File: src/rtl/text_console_writer.sv
// text_console_writer: turns a byte stream into character-cell writes with cursor, control codes and wrap-and-clear.
module text_console_writer #(
  parameter int          COLS         = 240,
  parameter int          ROWS         = 135,
  parameter logic [7:0]  BLANK        = 8'h20,
  parameter logic [7:0]  DEFAULT_ATTR = 8'hF0
) (
  input  logic        i_clk,
  input  logic        i_rst,
  input  logic        i_valid,
  input  logic [7:0]  i_data,
  input  logic [7:0]  i_attr,
  output logic        o_ready,
  output logic        o_wr_en,
  output logic [8:0]  o_wr_x,
  output logic [8:0]  o_wr_y,
  output logic [15:0] o_wr_data,
  output logic [8:0]  o_cur_x,
  output logic [8:0]  o_cur_y
);
  localparam logic [1:0] IDLE       = 2'd0;
  localparam logic [1:0] CLR_LINE   = 2'd1;
  localparam logic [1:0] CLR_SCREEN = 2'd2;
  localparam logic [8:0] X_LAST = 9'(COLS - 1);
  localparam logic [8:0] Y_LAST = 9'(ROWS - 1);
  logic [1:0]  state_q, state_d;
  logic [8:0]  cur_x_q, cur_x_d, cur_y_q, cur_y_d;
  logic [8:0]  clr_x_q, clr_x_d, clr_y_q, clr_y_d;
  logic [7:0]  attr_q, attr_d;
  logic        wr_en_q, wr_en_d;
  logic [8:0]  wr_x_q, wr_x_d, wr_y_q, wr_y_d;
  logic [15:0] wr_data_q, wr_data_d;
  logic [8:0]  y_next;
  logic        clr_x_last, clr_y_last;
  assign o_ready    = (state_q == IDLE);
  assign y_next     = (cur_y_q == Y_LAST) ? 9'd0 : cur_y_q + 9'd1;
  assign clr_x_last = (clr_x_q == X_LAST);
  assign clr_y_last = (clr_y_q == Y_LAST);
  always_comb begin
    state_d   = state_q;
    cur_x_d   = cur_x_q;
    cur_y_d   = cur_y_q;
    clr_x_d   = clr_x_q;
    clr_y_d   = clr_y_q;
    attr_d    = attr_q;
    wr_en_d   = 1'b0;
    wr_x_d    = wr_x_q;
    wr_y_d    = wr_y_q;
    wr_data_d = wr_data_q;
    if (state_q == IDLE && i_valid) begin
      attr_d = i_attr;
      case (i_data)
        8'h0D: cur_x_d = 9'd0;
        8'h0A: begin
          cur_x_d = 9'd0;
          cur_y_d = y_next;
          clr_x_d = 9'd0;
          state_d = CLR_LINE;
        end
        8'h08: if (cur_x_q != 9'd0) begin
          cur_x_d   = cur_x_q - 9'd1;
          wr_en_d   = 1'b1;
          wr_x_d    = cur_x_q - 9'd1;
          wr_y_d    = cur_y_q;
          wr_data_d = {BLANK, i_attr};
        end
        8'h0C: begin
          cur_x_d = 9'd0;
          cur_y_d = 9'd0;
          clr_x_d = 9'd0;
          clr_y_d = 9'd0;
          state_d = CLR_SCREEN;
        end
        default: begin
          wr_en_d   = 1'b1;
          wr_x_d    = cur_x_q;
          wr_y_d    = cur_y_q;
          wr_data_d = {i_data, i_attr};
          cur_x_d   = (cur_x_q == X_LAST) ? 9'd0 : cur_x_q + 9'd1;
          cur_y_d   = (cur_x_q == X_LAST) ? y_next : cur_y_q;
          clr_x_d   = 9'd0;
          state_d   = (cur_x_q == X_LAST) ? CLR_LINE : IDLE;
        end
      endcase
    end else if (state_q == CLR_LINE) begin
      wr_en_d   = 1'b1;
      wr_x_d    = clr_x_q;
      wr_y_d    = cur_y_q;
      wr_data_d = {BLANK, attr_q};
      clr_x_d   = clr_x_last ? 9'd0 : clr_x_q + 9'd1;
      state_d   = clr_x_last ? IDLE : CLR_LINE;
    end else if (state_q == CLR_SCREEN) begin
      wr_en_d   = 1'b1;
      wr_x_d    = clr_x_q;
      wr_y_d    = clr_y_q;
      wr_data_d = {BLANK, attr_q};
      clr_x_d   = clr_x_last ? 9'd0 : clr_x_q + 9'd1;
      clr_y_d   = !clr_x_last ? clr_y_q : clr_y_last ? 9'd0 : clr_y_q + 9'd1;
      state_d   = (clr_x_last && clr_y_last) ? IDLE : CLR_SCREEN;
    end
  end
  always_ff @(posedge i_clk) begin
    if (i_rst) begin
      state_q   <= CLR_SCREEN;
      cur_x_q   <= 9'd0;
      cur_y_q   <= 9'd0;
      clr_x_q   <= 9'd0;
      clr_y_q   <= 9'd0;
      attr_q    <= DEFAULT_ATTR;
      wr_en_q   <= 1'b0;
      wr_x_q    <= 9'd0;
      wr_y_q    <= 9'd0;
      wr_data_q <= 16'd0;
    end else begin
      state_q   <= state_d;
      cur_x_q   <= cur_x_d;
      cur_y_q   <= cur_y_d;
      clr_x_q   <= clr_x_d;
      clr_y_q   <= clr_y_d;
      attr_q    <= attr_d;
      wr_en_q   <= wr_en_d;
      wr_x_q    <= wr_x_d;
      wr_y_q    <= wr_y_d;
      wr_data_q <= wr_data_d;
    end
  end
  assign o_wr_en   = wr_en_q;
  assign o_wr_x    = wr_x_q;
  assign o_wr_y    = wr_y_q;
  assign o_wr_data = wr_data_q;
  assign o_cur_x   = cur_x_q;
  assign o_cur_y   = cur_y_q;
endmodule

File: config.mk
export PLATFORM = sky130hd
export DESIGN_NAME = text_console_writer
export DESIGN_NICKNAME = d
export VERILOG_FILES = /design/src/rtl/text_console_writer.sv
export SDC_FILE = /design/constraint.sdc
export NUM_CORES = 1
export LEC_CHECK = 0
export ABC_AREA = 0
export CAP_MARGIN = 20
export CELL_PAD_IN_SITES_DETAIL_PLACEMENT = 0
export CELL_PAD_IN_SITES_GLOBAL_PLACEMENT = 2
export CORE_ASPECT_RATIO = 0.7
export CORE_MARGIN = 5
export CORE_UTILIZATION = 34
export CTS_CLUSTER_SIZE = 14
export DETAILED_ROUTE_END_ITERATION = 16
export PLACE_DENSITY = 0.95
export SETUP_SLACK_MARGIN = 0.4
export SLEW_MARGIN = 20
export SYNTH_ARGS = -nofsm -noshare
export SYNTH_HDL_FRONTEND = slang
export SYNTH_SLANG_ARGS = --single-unit
File: constraint.sdc
create_clock -name i_clk -period 4.5 [get_ports i_clk]
set_input_delay 0.45 -clock i_clk [delete_from_list [all_inputs] [get_ports i_clk]]
set_output_delay 0.45 -clock i_clk [all_outputs]
set_load 0.01 [all_outputs]
==> results.md <==
* Hold buffer count at cts at 0
* Static Leakage at 1.89 nW
* Clock power share at 49.4%
* Clock latency reported for the late side of the worst-skew pair at 0.34 ns
* Worst Reg-to-Reg Cells at 6
* Fin Setup TNS at 0 ns
* R2R setup slack at 1.74 ns
* Synth Instances at 566
* Avg Inst Size Synth at 8.17 um2
* Post-CTS resize count at 0
* Area occupied by multi-input gates at 2760 um2
* Critical Path AT at 3.19 ns
* Final wirelength at about 15,000 um
* Max cap viols at 0
* Vias in the first global route at 4,433
* RSZ-0062 raised after global routing: false
* Worst EP required at between 4 and 5 ns
* Area growth from synthesis to layout at 24.2%
* Root Driver: clkbuf_16
* Num CTS Buffers at 9
* Reg area at 1620 um2
* DR WL/cell at 18.4 um
* CP top delay family: simple AND/OR/NAND/NOR gates
* Primary FF master, synth: dfxtp_1
* Final Skew at between 0.006 and 0.007 ns
* Crit path cell chain: clkdlybuf4s50_1 -> nor4_4 -> nand2_1 -> inv_1 -> a21oi_1 -> o221ai_1 -> a41oi_1
* Maximum operating frequency at 331 MHz
* Critical Path End Type: flip-flop
* Global-route wire length before repair at 24,000 um
* Setup crit end: o_cur_x[7]$_SDFFE_PP0P_
* Minimum clock period at 3.02 ns
* # DRC at 0
* Routability congestion estimate at between 0.8 and 0.9
* Reg2reg end: o_cur_y[5]$_SDFFE_PP0P_
* Synth Warn # at 0
* Slew Viols, Final at 0
* CTS tree: built
* Dpl hpwl at 10,300 um
* Worst-path fanout max at 11
* Drt pass-1 iters at 5
* Top post-synthesis cells by area: dfxtp_1 35%, a21oi_1 6.4%, nand2_1 5.4%, o21ai_0 3.8%, nand3_1 3.6%
* Global route overflow at 0
* Sequential fraction of the synthesis area at 35.1%
* Number of synthesized flops with an enable pin at 0
* Cell Int Power at roughly 1.3 mW
* Synth top area share at between 30% and 40%
* Post-CTS Setup Inserts at 0
* Largest net degree at the start of global routing at 45
* Io pins at 73
* Fin crit share at roughly two thirds
* Die ar. at 16,100 um2
* Die width at 149 um
* Setup crit start kind: primary input
* Initial DRC count at 533
* DRT antenna net count at 0
* H-tree depth at 3
* Syn nets at 597
* Clk buf depth at 2
* PwrDens at 280 nW/um2
* CP max stage delay at 0.72 ns
* Placed instance area at about 5400 um2
* Final Hold Vio Count at 0
* Worst Path Buf+Inv at 2
* Via density per instance at 5.77
* Reg clk slew, reported paths at roughly 0.06 ns
* Seq cells post-synth at 81
* Hold Path Class: flip-flop to flip-flop
* Nets at 648
* Port bufs at 72
* Rel. slew slack at roughly 44%
* Mapped Area at 4620 um2
* Peak supply drop at approximately 0.18 mV
* Worst path slowest cell: clkdlybuf4s50_1
* Fin area at 5740 um2
* Worst slew pin tran at 0.845 ns
* Share of cells above drive strength 1 at 7.09%
* Initial cell density of the core at 35.0%
* Switching pwr at 0.353 mW
* Routed vias at around 4,700
* Switching Fraction at 21.9%
* Outcome: finished, final reports clean
* Total track usage at 18.4%
* Critical Path Start: i_data[0]
* Flop pwr share at 45.5%
* Synth cell types at 75
* Power Total at 1.61 mW
* Clk sinks at 81
* Finish-stage setup viols at 0
* Core area at 13,200 um2
* Combinational share of power at approximately 5.2%
* Die height at 108 um
* Filler cell count at 1,332
* CP Depth at 7
* Std cell rows at 35
* Diodes inserted at 0
* FF-to-FF Start: o_cur_x[1]$_SDFFE_PP0P_
* Crit Path Class: primary input to flip-flop
* Yosys top cell by area: dfxtp_1
* Initial antenna violation count at 0
* Asr flop ratio synth at 0%
layout make-up:
type,instances,area share [%]
Multi-Input combinational cell,432,48.1
Tap cell,185,4.03
Inverter,15,0.980
Clock buffer,12,4.29
Sequential cell,81,28.2
Clock inverter,3,1.13
Timing Repair Buffer,78,13.2
cell families after synthesis:
kind of cell / synth area share (%)
buffers and inverters: 5.36
xor gates and xnor gates: 1.89
muxes: 1.33
adders and majority gates: 3.25
and+or+nand+nor: 26.4
AOI/OAI and AO/OA: 26.7
DFF: 35.1
power groups by stage:
stage / registers (mW) / clock network, mW / logic [mW]
6_report: 0.732 / 0.795 / 0.0833
5_1_grt: 0.733 / 0.832 / 0.0895
4_1_cts: 0.732 / 0.806 / 0.0828
3_5_place_dp: 0.748 / 0 / 0.0822
3_3_place_gp: 0.748 / 0 / 0.0806
2_1_floorplan: 0.747 / 0 / 0.0424
worst min path at each step:
stage / startpoint / to / slack (ns) / depth (start not counted)
after global placement: attr_q[1]$_SDFFE_PP0P_ / attr_q[1]$_SDFFE_PP0P_ / 0.45 / 2
after floorplan: attr_q[4]$_SDFFE_PP1P_ / attr_q[4]$_SDFFE_PP1P_ / 0.44 / 2
after CTS: attr_q[1]$_SDFFE_PP0P_ / attr_q[1]$_SDFFE_PP0P_ / 0.46 / 2
final: attr_q[1]$_SDFFE_PP0P_ / attr_q[1]$_SDFFE_PP0P_ / 0.46 / 2
after detailed placement: attr_q[0]$_SDFFE_PP0P_ / attr_q[0]$_SDFFE_PP0P_ / 0.46 / 2
after global routing: attr_q[2]$_SDFFE_PP0P_ / attr_q[2]$_SDFFE_PP0P_ / 0.48 / 2
cell usage after synthesis, types with 3 or more instances:
| master | n |
|---|---|
| or3_1 | 4 |
| ha_1 | 12 |
| xor2_1 | 4 |
| dfxtp_1 | 81 |
| a22oi_1 | 3 |
| a21oi_1 | 59 |
| o311ai_0 | 3 |
| nor4_1 | 3 |
| buf_2 | 10 |
| inv_1 | 15 |
| nor3_1 | 10 |
| clkbuf_1 | 18 |
| mux2i_1 | 5 |
| nand3_1 | 33 |
| a311oi_1 | 15 |
| and4_1 | 5 |
| nand2_1 | 66 |
| a41oi_1 | 3 |
| a22o_1 | 5 |
| or4_1 | 6 |
| a211oi_1 | 11 |
| nand4_1 | 13 |
| nor2b_1 | 8 |
| nand2b_1 | 3 |
| a31oi_1 | 5 |
| a2111o_1 | 3 |
| nor3_4 | 3 |
| nor2_1 | 40 |
| o211ai_1 | 7 |
| a21o_1 | 3 |
| and3_1 | 7 |
| o21ai_0 | 35 |
| buf_4 | 3 |
| xnor2_1 | 6 |
| buf_6 | 3 |
| o2111ai_1 | 3 |
layer usage:
| metal | wire length [um] | up-vias | global-route usage (%) |
|---|---|---|---|
| met1 | 7350 | 2217 | 27.1 |
| met2 | 6120 | 191 | 26.8 |
| met3 | 1210 | 13 | 4.71 |
| met5 | 0 | - | 0 |
| met4 | 146 | 0 | 4.05 |
| li1 | - | 2232 | - |
state kept, by name, summed over array words and instances, names as in the netlist:
signal     count
o_wr_data     16
clr_x_q        9
clr_y_q        9
o_cur_x        9
o_cur_y        9
o_wr_x         9
o_wr_y         9
attr_q         8
state_q        2
o_wr_en        1
placed cells by master, fill, tap and decap left out, types with 10 or more instances in the layout:
cell              n
a21oi_1          59
a211oi_1         11
nor2_1           40
a311oi_1         15
ha_1             12
dfxtp_1          81
o21ai_0          35
clkdlybuf4s50_1  71
nand2_1          66
nor3_1           10
nand3_1          33
inv_1            15
nand4_1          13
per-stage QoR:
stage / setup WS, ns / utilization (%) / hold slack (ns) / instances
floorplan: 2.29 / - / 0.440 / 566
global placement: 1.26 / 41.0 / 0.451 / 791
detailed placement: 1.26 / 41.1 / 0.456 / 791
CTS: 1.63 / 43.4 / 0.465 / 806
global route: 1.31 / 43.4 / 0.482 / 806
finish: 1.48 / 43.4 / 0.463 / 806
worst min-delay path, cell delays in order, from the launching register on:
cell and delay (ns):
dfxtp_1 0.30, nand2_1 0.04, a21oi_1 0.07
Power figures use the tool's default switching activity.
